<file path="config.mk">
export PLATFORM = sky130hd
export DESIGN_NAME = vga_timing_gen
export DESIGN_NICKNAME = d
export VERILOG_FILES = /design/src/rtl/vga_timing_gen.sv
export SDC_FILE = /design/constraint.sdc
export NUM_CORES = 1
export LEC_CHECK = 0
export ABC_CLOCK_PERIOD_IN_PS = 2750
export CAP_MARGIN = 10
export CORE_MARGIN = 3
export CORE_UTILIZATION = 55
export CTS_BUF_LIST = sky130_fd_sc_hd__clkbuf_4
export CTS_CLUSTER_DIAMETER = 100
export DETAILED_ROUTE_END_ITERATION = 16
export GPL_TIMING_DRIVEN = 1
export PLACE_DENSITY_LB_ADDON = 0.1
export RECOVER_POWER = 25
export SYNTH_ARGS = -nofsm -noshare
export SYNTH_HDL_FRONTEND = slang
export SYNTH_SLANG_ARGS = --single-unit
</file>
<file path="constraint.sdc">
create_clock -name clk -period 2.75 [get_ports clk]
set_input_delay 0.4125 -clock clk [delete_from_list [all_inputs] [get_ports clk]]
set_output_delay 0.4125 -clock clk [all_outputs]
set_load 0.005 [all_outputs]
</file>
<file path="src/rtl/vga_timing_gen.sv">
// Parametrised raster timing generator: pixel/line counters, sync pulses, display window and strobes.
// Optional frame counter enabled by defining VGA_TIMING_FRAME_CNT_EN.
module vga_timing_gen #(
  parameter int unsigned H_ACTIVE  = 640,
  parameter int unsigned H_FRONT   = 16,
  parameter int unsigned H_SYNC    = 96,
  parameter int unsigned H_BACK    = 48,
  parameter int unsigned V_ACTIVE  = 480,
  parameter int unsigned V_FRONT   = 10,
  parameter int unsigned V_SYNC    = 2,
  parameter int unsigned V_BACK    = 33,
  parameter bit          HSYNC_POL = 1'b0,
  parameter bit          VSYNC_POL = 1'b0,
  parameter int unsigned CNT_W     = 10,
  parameter int unsigned FRAME_W   = 8
) (
  input  logic             clk,
  input  logic             reset,
  input  logic             pix_ce,
  output logic [CNT_W-1:0] hpos,
  output logic [CNT_W-1:0] vpos,
  output logic             hsync,
  output logic             vsync,
  output logic             display_on,
  output logic             line_start,
  output logic             frame_start
`ifdef VGA_TIMING_FRAME_CNT_EN
  ,
  output logic [FRAME_W-1:0] frame_cnt
`endif
);

  localparam int unsigned H_TOTAL = H_ACTIVE + H_FRONT + H_SYNC + H_BACK;
  localparam int unsigned V_TOTAL = V_ACTIVE + V_FRONT + V_SYNC + V_BACK;

  localparam logic [CNT_W-1:0] ONE      = CNT_W'(1);
  localparam logic [CNT_W-1:0] H_LAST   = CNT_W'(H_TOTAL - 1);
  localparam logic [CNT_W-1:0] V_LAST   = CNT_W'(V_TOTAL - 1);
  localparam logic [CNT_W-1:0] H_ACT    = CNT_W'(H_ACTIVE);
  localparam logic [CNT_W-1:0] V_ACT    = CNT_W'(V_ACTIVE);
  localparam logic [CNT_W-1:0] HS_FIRST = CNT_W'(H_ACTIVE + H_FRONT);
  localparam logic [CNT_W-1:0] HS_LAST  = CNT_W'(H_ACTIVE + H_FRONT + H_SYNC - 1);
  localparam logic [CNT_W-1:0] VS_FIRST = CNT_W'(V_ACTIVE + V_FRONT);
  localparam logic [CNT_W-1:0] VS_LAST  = CNT_W'(V_ACTIVE + V_FRONT + V_SYNC - 1);

  if ((64'd1 << CNT_W) < 64'(H_TOTAL) || (64'd1 << CNT_W) < 64'(V_TOTAL)) begin : g_bad_cnt_w
    $error("CNT_W too narrow for H_TOTAL/V_TOTAL");
  end

  logic             h_wrap;
  logic             v_wrap;
  logic [CNT_W-1:0] hpos_d;
  logic [CNT_W-1:0] vpos_d;
  logic             hsync_d;
  logic             vsync_d;
  logic             display_on_d;

  // Sync/display flags are derived from the next counts so they line up with the registered counts.
  always_comb begin
    h_wrap = (hpos >= H_LAST);
    v_wrap = (vpos >= V_LAST);
    hpos_d = h_wrap ? '0 : hpos + ONE;
    vpos_d = vpos;
    if (h_wrap) begin
      vpos_d = v_wrap ? '0 : vpos + ONE;
    end
    hsync_d      = (hpos_d >= HS_FIRST && hpos_d <= HS_LAST) ? HSYNC_POL : ~HSYNC_POL;
    vsync_d      = (vpos_d >= VS_FIRST && vpos_d <= VS_LAST) ? VSYNC_POL : ~VSYNC_POL;
    display_on_d = (hpos_d < H_ACT) && (vpos_d < V_ACT);
  end

  always_ff @(posedge clk or posedge reset) begin
    if (reset) begin
      hpos        <= '0;
      vpos        <= '0;
      hsync       <= ~HSYNC_POL;
      vsync       <= ~VSYNC_POL;
      display_on  <= 1'b1;
      line_start  <= 1'b0;
      frame_start <= 1'b0;
    end else if (pix_ce) begin
      hpos        <= hpos_d;
      vpos        <= vpos_d;
      hsync       <= hsync_d;
      vsync       <= vsync_d;
      display_on  <= display_on_d;
      line_start  <= h_wrap;
      frame_start <= h_wrap && v_wrap;
    end else begin
      line_start  <= 1'b0;
      frame_start <= 1'b0;
    end
  end

`ifdef VGA_TIMING_FRAME_CNT_EN
  always_ff @(posedge clk or posedge reset) begin
    if (reset) begin
      frame_cnt <= '0;
    end else if (pix_ce && h_wrap && v_wrap) begin
      frame_cnt <= frame_cnt + FRAME_W'(1);
    end
  end
`else
  // Counter absent; FRAME_W is still sanity-checked so configurations stay portable.
  if (FRAME_W == 0) begin : g_bad_frame_w
    $error("FRAME_W must be at least 1");
  end
`endif

endmodule

</file>
# Word level (Yosys, flattened, before mapping)
# Index checks and enable logic that the tools add are counted.
# word_totals
reg_bits,25
# classes
add_sub_neg,2
magnitude_cmp,8
n_mux,7
reduce_logical,4
# ops
op,count
">= comparator 10 bit, second input constant",3
two-way mux 10 bit,3
"adder 10 x 1 -> 10 bit, second input constant",2
">= comparator 10 x 9 -> 1 bit, second input constant",1
"<= comparator 10 bit, second input constant",1
"<= comparator 10 x 9 -> 1 bit, second input constant",1
"< comparator 10 bit, second input constant",1
"< comparator 10 x 9 -> 1 bit, second input constant",1
logical AND 1 bit,4
two-way mux 1 bit,4

# Depth between registers and ports, before layout
# Gate-level depths: netlist (run 1).
# logic_depth
depth_word,6
ltp_mapped,7
depth_no_buf,7

# Least setup slack after synthesis (run 1)
# No wires, ideal clock.
# synth_path
path_type,register to register
start,register vpos[0]
end,register display_on
setup_time_ps,105
t_arrival_ps,1769
t_required_ps,2645
setup_slack_ps,876
path_stages_with_launch,7
n_path_buf,0
cell_sequence,dfrtp_1 ha_1 nand3_1 a2111oi_0 xnor2_1 a211oi_2 o41ai_1
# synth_between
elab_chain_cells,5
elab_cells_between_ends,6
classes_between,add/sub: 1; order compare: 2; mux: 2; reduce/logical: 1
# synth_lines
item,line,rtl
from (decl),21,"output logic [CNT_W-1:0] vpos,"
from (signal assigned),83,vpos <= vpos_d;
adder 10 x 1 -> 10 bit or >= comparator 10 bit (tied branches),"65, 61",
two-way mux 10 bit,65,vpos_d = v_wrap ? '0 : vpos + ONE;
two-way mux 10 bit *,64,if (h_wrap) begin
< comparator 10 x 9 -> 1 bit *,69,display_on_d = (hpos_d < H_ACT) && (vpos_d < V_ACT);
logical AND 1 bit *,69,
to (signal assigned),86,display_on <= display_on_d;
to (decl),24,"output logic display_on,"
# Every way passes the cells marked *; elsewhere a longest branch is shown, timed or not.
# A chain may end at the register's enable or synchronous reset.

# Worst setup path after layout (run 1)
# layout_path
start,register hpos[0]
end,register vpos[6]
# layout_between
elab_chain_cells,2
# layout_lines
item,line,rtl
from (decl),20,"output logic [CNT_W-1:0] hpos,"
from (signal assigned),82,hpos <= hpos_d;
>= comparator 10 bit,60,h_wrap = (hpos >= H_LAST);
two-way mux 10 bit,64,
# No other way between the ends.

==> run metrics, run 1 <==
outcome=finished clean; die area=3670 µm²; net count of the finished layout=214; Routed Antenna Nets=0; core area=2810 µm²; Async SR Flop Fraction=1.00; Post-DP HPWL=2.75 mm; crit path DAT=2.60 ns; DR WL/cell=16.3 µm; Num CTS Buffers=3; post-route minimum period=2.36 ns; grt ovf=0; endpoints failing hold=0; Initial DRT Pass Iterations=4; Final Instance Area=1920 µm²; WHS=0.501 ns; number of I/O port buffers=27; drt total wl=3.88 mm; cells after synthesis=185; Tightest Pin Transition=1.38 ns; commonest non-fill, non-tap cell in the layout=clkdlybuf4s50_1; library cells used by synthesis=50; Max Clk Rate=424 MHz; root buffer cell=clkbuf_4; Synth Area in Compound Gates=0.256; # rows=19; flops & latches, synth=25; cell leakage power=0.000729 µW; clk sink count=25; vias in the first global route=1,383; largest net degree at the start of global routing=26; Synth Area in Simple Gates=0.226; overall routing resource usage=0.230; Syn Std Cell Area=1640 µm²; Via density=6.29; Layout area overhead=16.9%; Residual DRC=0; EDFF count, synth=0; initial drt markers=106; yosys warns=0; fraction of layout cells with a size suffix above 1=0.0966; post-synthesis mux area share=0.0198; Final Setup Violations=0; Mapped Nets=191; Worst-Skew Late Latency=0.33 ns; required time of the critical path=2.99 ns; RSZ-0062 raised after global routing=no; adder-cell share of the synthesized area=0.0229; die height=60.6 µm; Hold Buf Count CTS=0; diode count=0; Placed Area=1880 µm²; IO Pins=28; Avg Cell Area, Syn=8.86 µm²; endpoint type of the worst setup path=register; CTS tree=done; XOR/XNOR share of the synthesized area=0.0214; crit path kind=register to register; maximum vdd drop=0.446 mV; width of the die=60.6 µm; CTS Buffer Depth=2; min-delay worst type=register to register; largest family of logic cells by synthesized area=compound AO/OA/AOI/OAI gates; most frequent cells in the layout=clkdlybuf4s50_1 (26), o21ai_0 (23), dfrtp_1 (22); first-pass GRT wire length=6.42 mm; sequential share of the synthesized area=0.384; Placer Congestion=0.899; initial antenna violation count=0; final core area utilization=0.683; startpoint class of the critical path=register; final cell count without fillers=238; Final Max Slew Viols=0; clock transition at the registers of the reported paths=0.14 ns; H-tree levels=1; Cells after DPL=234; Starting Density=0.584; Slew headroom=0.0796; filler cell count=228; CP Max Fanout=14; Final Skew=0.00410 ns; Final Cycle Share=0.858; max cap viols=0; setup tns final=0 ns; Via Count=1,498; Synth Flop Type=dfrtp_1; PD cells=461 nW/µm²
[worst paths after layout]
path                                       endpoint  depth (start not counted)                start  slack [ns]
worst max-delay path            vpos[6]$_DFFE_PP0P_                          7  hpos[0]$_DFFE_PP0P_        0.39
worst min-delay path              vsync$_DFFE_PP1P_                          2    vsync$_DFFE_PP1P_        0.50
worst max register to register  vpos[6]$_DFFE_PP0P_                          7  hpos[0]$_DFFE_PP0P_        0.39
worst min register to register    vsync$_DFFE_PP1P_                          2    vsync$_DFFE_PP1P_        0.50
max in group asynchronous       vpos[2]$_DFFE_PP0P_                          3                reset        0.98
min in group asynchronous       hpos[6]$_DFFE_PP0P_                          3                reset        0.97
[metal layers]
metal	vias up	share of wire	GRT usage	wire (µm)
li1	738	-	-	-
met1	709	0.49	0.337	1900
met2	46	0.45	0.340	1740
met5	-	0	0	0
met4	0	0.015	0.0867	57
met3	5	0.048	0.0340	187
[report_power, final]
| group | internal (µW) | switching, µW |
|---|---|---|
| logic | 130 | 91.7 |
| clock network | 66.8 | 115 |
| registers | 410 | 71.0 |
[critical path, cell delays in order, from the launching register on]
cell and delay [ns]:
dfrtp_1 0.44, ha_1 0.25, nand4_1 0.24, a21oi_4 0.38
nand2_1 0.27, inv_1 0.26, nand2_2 0.14, o41ai_2 0.28
[logic make-up (layout without fill, tap and decap cells)]
logic type                 after synthesis  after routing
and+or+nand+nor                         70             70
adders and majority gates                3              3
muxes                                    3              3
xor gates and xnor gates                 4              4
AOI/OAI and AO/OA                       60             60
buffers and inverters                   20             42
DFF                                     25             25
[state kept, by name, indices dropped and copies added, names as in the netlist]
name	cells
hpos	10
vpos	10
display_on	1
frame_start	1
hsync	1
line_start	1
vsync	1
[cell usage after synthesis (2+ instances only)]
| cell type | number | area share |
|---|---|---|
| a2111oi_0 | 2 | 0.011 |
| a21oi_1 | 5 | 0.015 |
| a31oi_1 | 6 | 0.023 |
| and2_1 | 3 | 0.011 |
| and3_1 | 4 | 0.015 |
| and4_1 | 2 | 0.011 |
| buf_4 | 3 | 0.014 |
| clkbuf_1 | 5 | 0.011 |
| clkbuf_8 | 2 | 0.017 |
| dfrtp_1 | 22 | 0.34 |
| dfstp_2 | 3 | 0.048 |
| ha_1 | 3 | 0.023 |
| inv_1 | 9 | 0.021 |
| mux2_2 | 2 | 0.014 |
| nand2_1 | 18 | 0.041 |
| nand2b_1 | 2 | 0.0076 |
| nand3_1 | 12 | 0.037 |
| nand4_1 | 4 | 0.015 |
| nor2_1 | 13 | 0.030 |
| nor3_1 | 3 | 0.0092 |
| nor4_2 | 2 | 0.015 |
| o211ai_1 | 2 | 0.0092 |
| o21ai_0 | 23 | 0.070 |
| o2bb2ai_1 | 2 | 0.011 |
| o31ai_1 | 3 | 0.014 |
| o41ai_1 | 3 | 0.016 |
| xnor2_1 | 4 | 0.021 |
[layout make-up]
cell class	count	area [µm²]	share of cell area
clock buffer	4	30.0	0.0157
inverter	9	33.8	0.0176
multi-input combinational	140	903	0.471
sequential	25	629	0.328
tap	31	38.8	0.0202
timing repair buffer	29	282	0.147
[what timing repair did]
action	4_1_cts	5_1_grt
buffers inserted	0	0
resized for setup	0	1
setup endpoints to repair	0	2
[through the flow]
stage          setup WS [ns]  power [µW]
2_1_floorplan          0.876         596
3_3_place_gp           0.453         705
3_5_place_dp           0.261         709
4_1_cts                0.226         894
5_1_grt                0.145         946
6_report               0.390         884
(Power assumes the default switching activity.)
==> run 2: changes to the inputs <==
--- a/config.mk
+++ b/config.mk
@@ -13,7 +13,7 @@
 export CTS_CLUSTER_DIAMETER = 100
 export DETAILED_ROUTE_END_ITERATION = 16
 export GPL_TIMING_DRIVEN = 1
-export PLACE_DENSITY_LB_ADDON = 0.1
+export PLACE_DENSITY_LB_ADDON = 0.15
 export RECOVER_POWER = 25
 export SYNTH_ARGS = -nofsm -noshare
 export SYNTH_HDL_FRONTEND = slang
==> run metrics, run 2 (same netlist as run 1, synthesis figures left out) <==
crit path DAT=2.57 ns; largest net degree at the start of global routing=26; H-tree levels=1; first-pass GRT wire length=6.64 mm; Tightest Pin Transition=1.37 ns; net count of the finished layout=214; CTS tree=done; PD cells=457 nW/µm²; Slew headroom=0.0867; grt ovf=0; Worst-Skew Late Latency=0.33 ns; initial drt markers=129; worst hold stages=2; crit path kind=register to register; CP Max Fanout=14; Final Setup Violations=0; r2r setup slk=0.40 ns; CTS Buffer Depth=2; Max Clk Rate=426 MHz; initial antenna violation count=0; Post-DP HPWL=2.76 mm; post-CTS resize count=0; cell leakage power=0.000728 µW; most frequent cells in the layout=clkdlybuf4s50_1 (26), o21ai_0 (23), dfrtp_1 (22); endpoints failing hold=0; root buffer cell=clkbuf_4; # rows=19; Worst Min Path Start=display_on$_DFFE_PP1P_; Worst Hold Path EP=display_on$_DFFE_PP1P_; Routed Antenna Nets=0; outcome=finished clean; Top Registers=hpos: 10 flops, vpos: 10 flops; max cap viols=0; Placer Congestion=0.939; Final Max Slew Viols=0; maximum vdd drop=0.429 mV; Crit Reg-Reg Endpoint=vpos[5]$_DFFE_PP0P_; IO Pins=28; number of I/O port buffers=27; endpoint type of the worst setup path=register; die area=3670 µm²; Via Count=1,518; vias in the first global route=1,376; filler cell count=237; Layout area overhead=16.8%; diode count=0; setup tns final=0 ns; Hold Buf Count CTS=0; Final Skew=0.00923 ns; fraction of layout cells with a size suffix above 1=0.0966; Num CTS Buffers=3; core area=2810 µm²; worst r2r src=hpos[0]$_DFFE_PP0P_; WHS=0.498 ns; R2R cell count=7; die height=60.6 µm; Setup Buffers After CTS=0; startpoint class of the critical path=register; Final Cycle Share=0.854; Initial DRT Pass Iterations=4; clock transition at the registers of the reported paths=0.14 ns; commonest non-fill, non-tap cell in the layout=clkdlybuf4s50_1; required time of the critical path=2.97 ns; overall routing resource usage=0.234; Starting Density=0.584; min-delay worst type=register to register; drt total wl=3.89 mm; DR WL/cell=16.3 µm; RSZ-0062 raised after global routing=no; clk sink count=25; post-route minimum period=2.35 ns; Residual DRC=0; Via density=6.38; width of the die=60.6 µm
==> run 2: how the worst max path moves through the flow <==
| stage | from | end | depth (start not counted) |
|---|---|---|---|
| global route | hpos[0]$_DFFE_PP0P_ | vpos[5]$_DFFE_PP0P_ | 7 |
| CTS | hpos[0]$_DFFE_PP0P_ | vpos[5]$_DFFE_PP0P_ | 7 |
| detailed placement | hpos[0]$_DFFE_PP0P_ | vpos[5]$_DFFE_PP0P_ | 7 |
| floorplan | vpos[0]$_DFFE_PP0P_ | display_on$_DFFE_PP1P_ | 6 |
| global placement | hpos[0]$_DFFE_PP0P_ | vpos[6]$_DFFE_PP0P_ | 7 |
| finish | hpos[0]$_DFFE_PP0P_ | vpos[5]$_DFFE_PP0P_ | 7 |
==> run 2: area by class of cell <==
type,count,area (µm²),area share
timing repair buffer,29,282,0.147
multi-input combinational,140,903,0.472
sequential,25,629,0.329
tap,31,38.8,0.0203
clock inverter,1,5.00,0.00261
clock buffer,3,22.5,0.0118
inverter,9,33.8,0.0176
==> run 2: layer usage <==
layer,GRT usage,up-vias,routed length [µm]
met5,0,-,0
met4,0.0588,0,34
met3,0.0298,4,164
met2,0.345,43,1790
met1,0.361,727,1900
li1,-,744,-
==> run 2: report_power, final <==
group	switching, µW	internal (µW)	total, µW	leakage [µW]
Clock	115	54.6	169	0.0000177
Combinational	92.4	130	222	0.000399
Sequential	72.7	410	483	0.000312
Total	280	595	875	0.000728
==> run 2: critical path, stage by stage (launching register included) <==
cell and delay [ns]:
dfrtp_1 0.45, ha_1 0.25, nand4_1 0.24, a21oi_4 0.38, nand2_1 0.27, inv_1 0.25
nand2_2 0.12, o41ai_1 0.29
==> run 2: stage by stage <==
step / setup WS, ns / instances / cell area, µm² / total power (µW) / utilization
after floorplan: 0.876 / 185 / 1640 / 596 / -
after global placement: 0.469 / 234 / 1880 / 705 / 0.671
after detailed placement: 0.275 / 234 / 1880 / 712 / 0.671
after CTS: 0.270 / 238 / 1910 / 882 / 0.681
after global routing: 0.181 / 238 / 1910 / 933 / 0.682
final: 0.402 / 238 / 1910 / 875 / 0.682
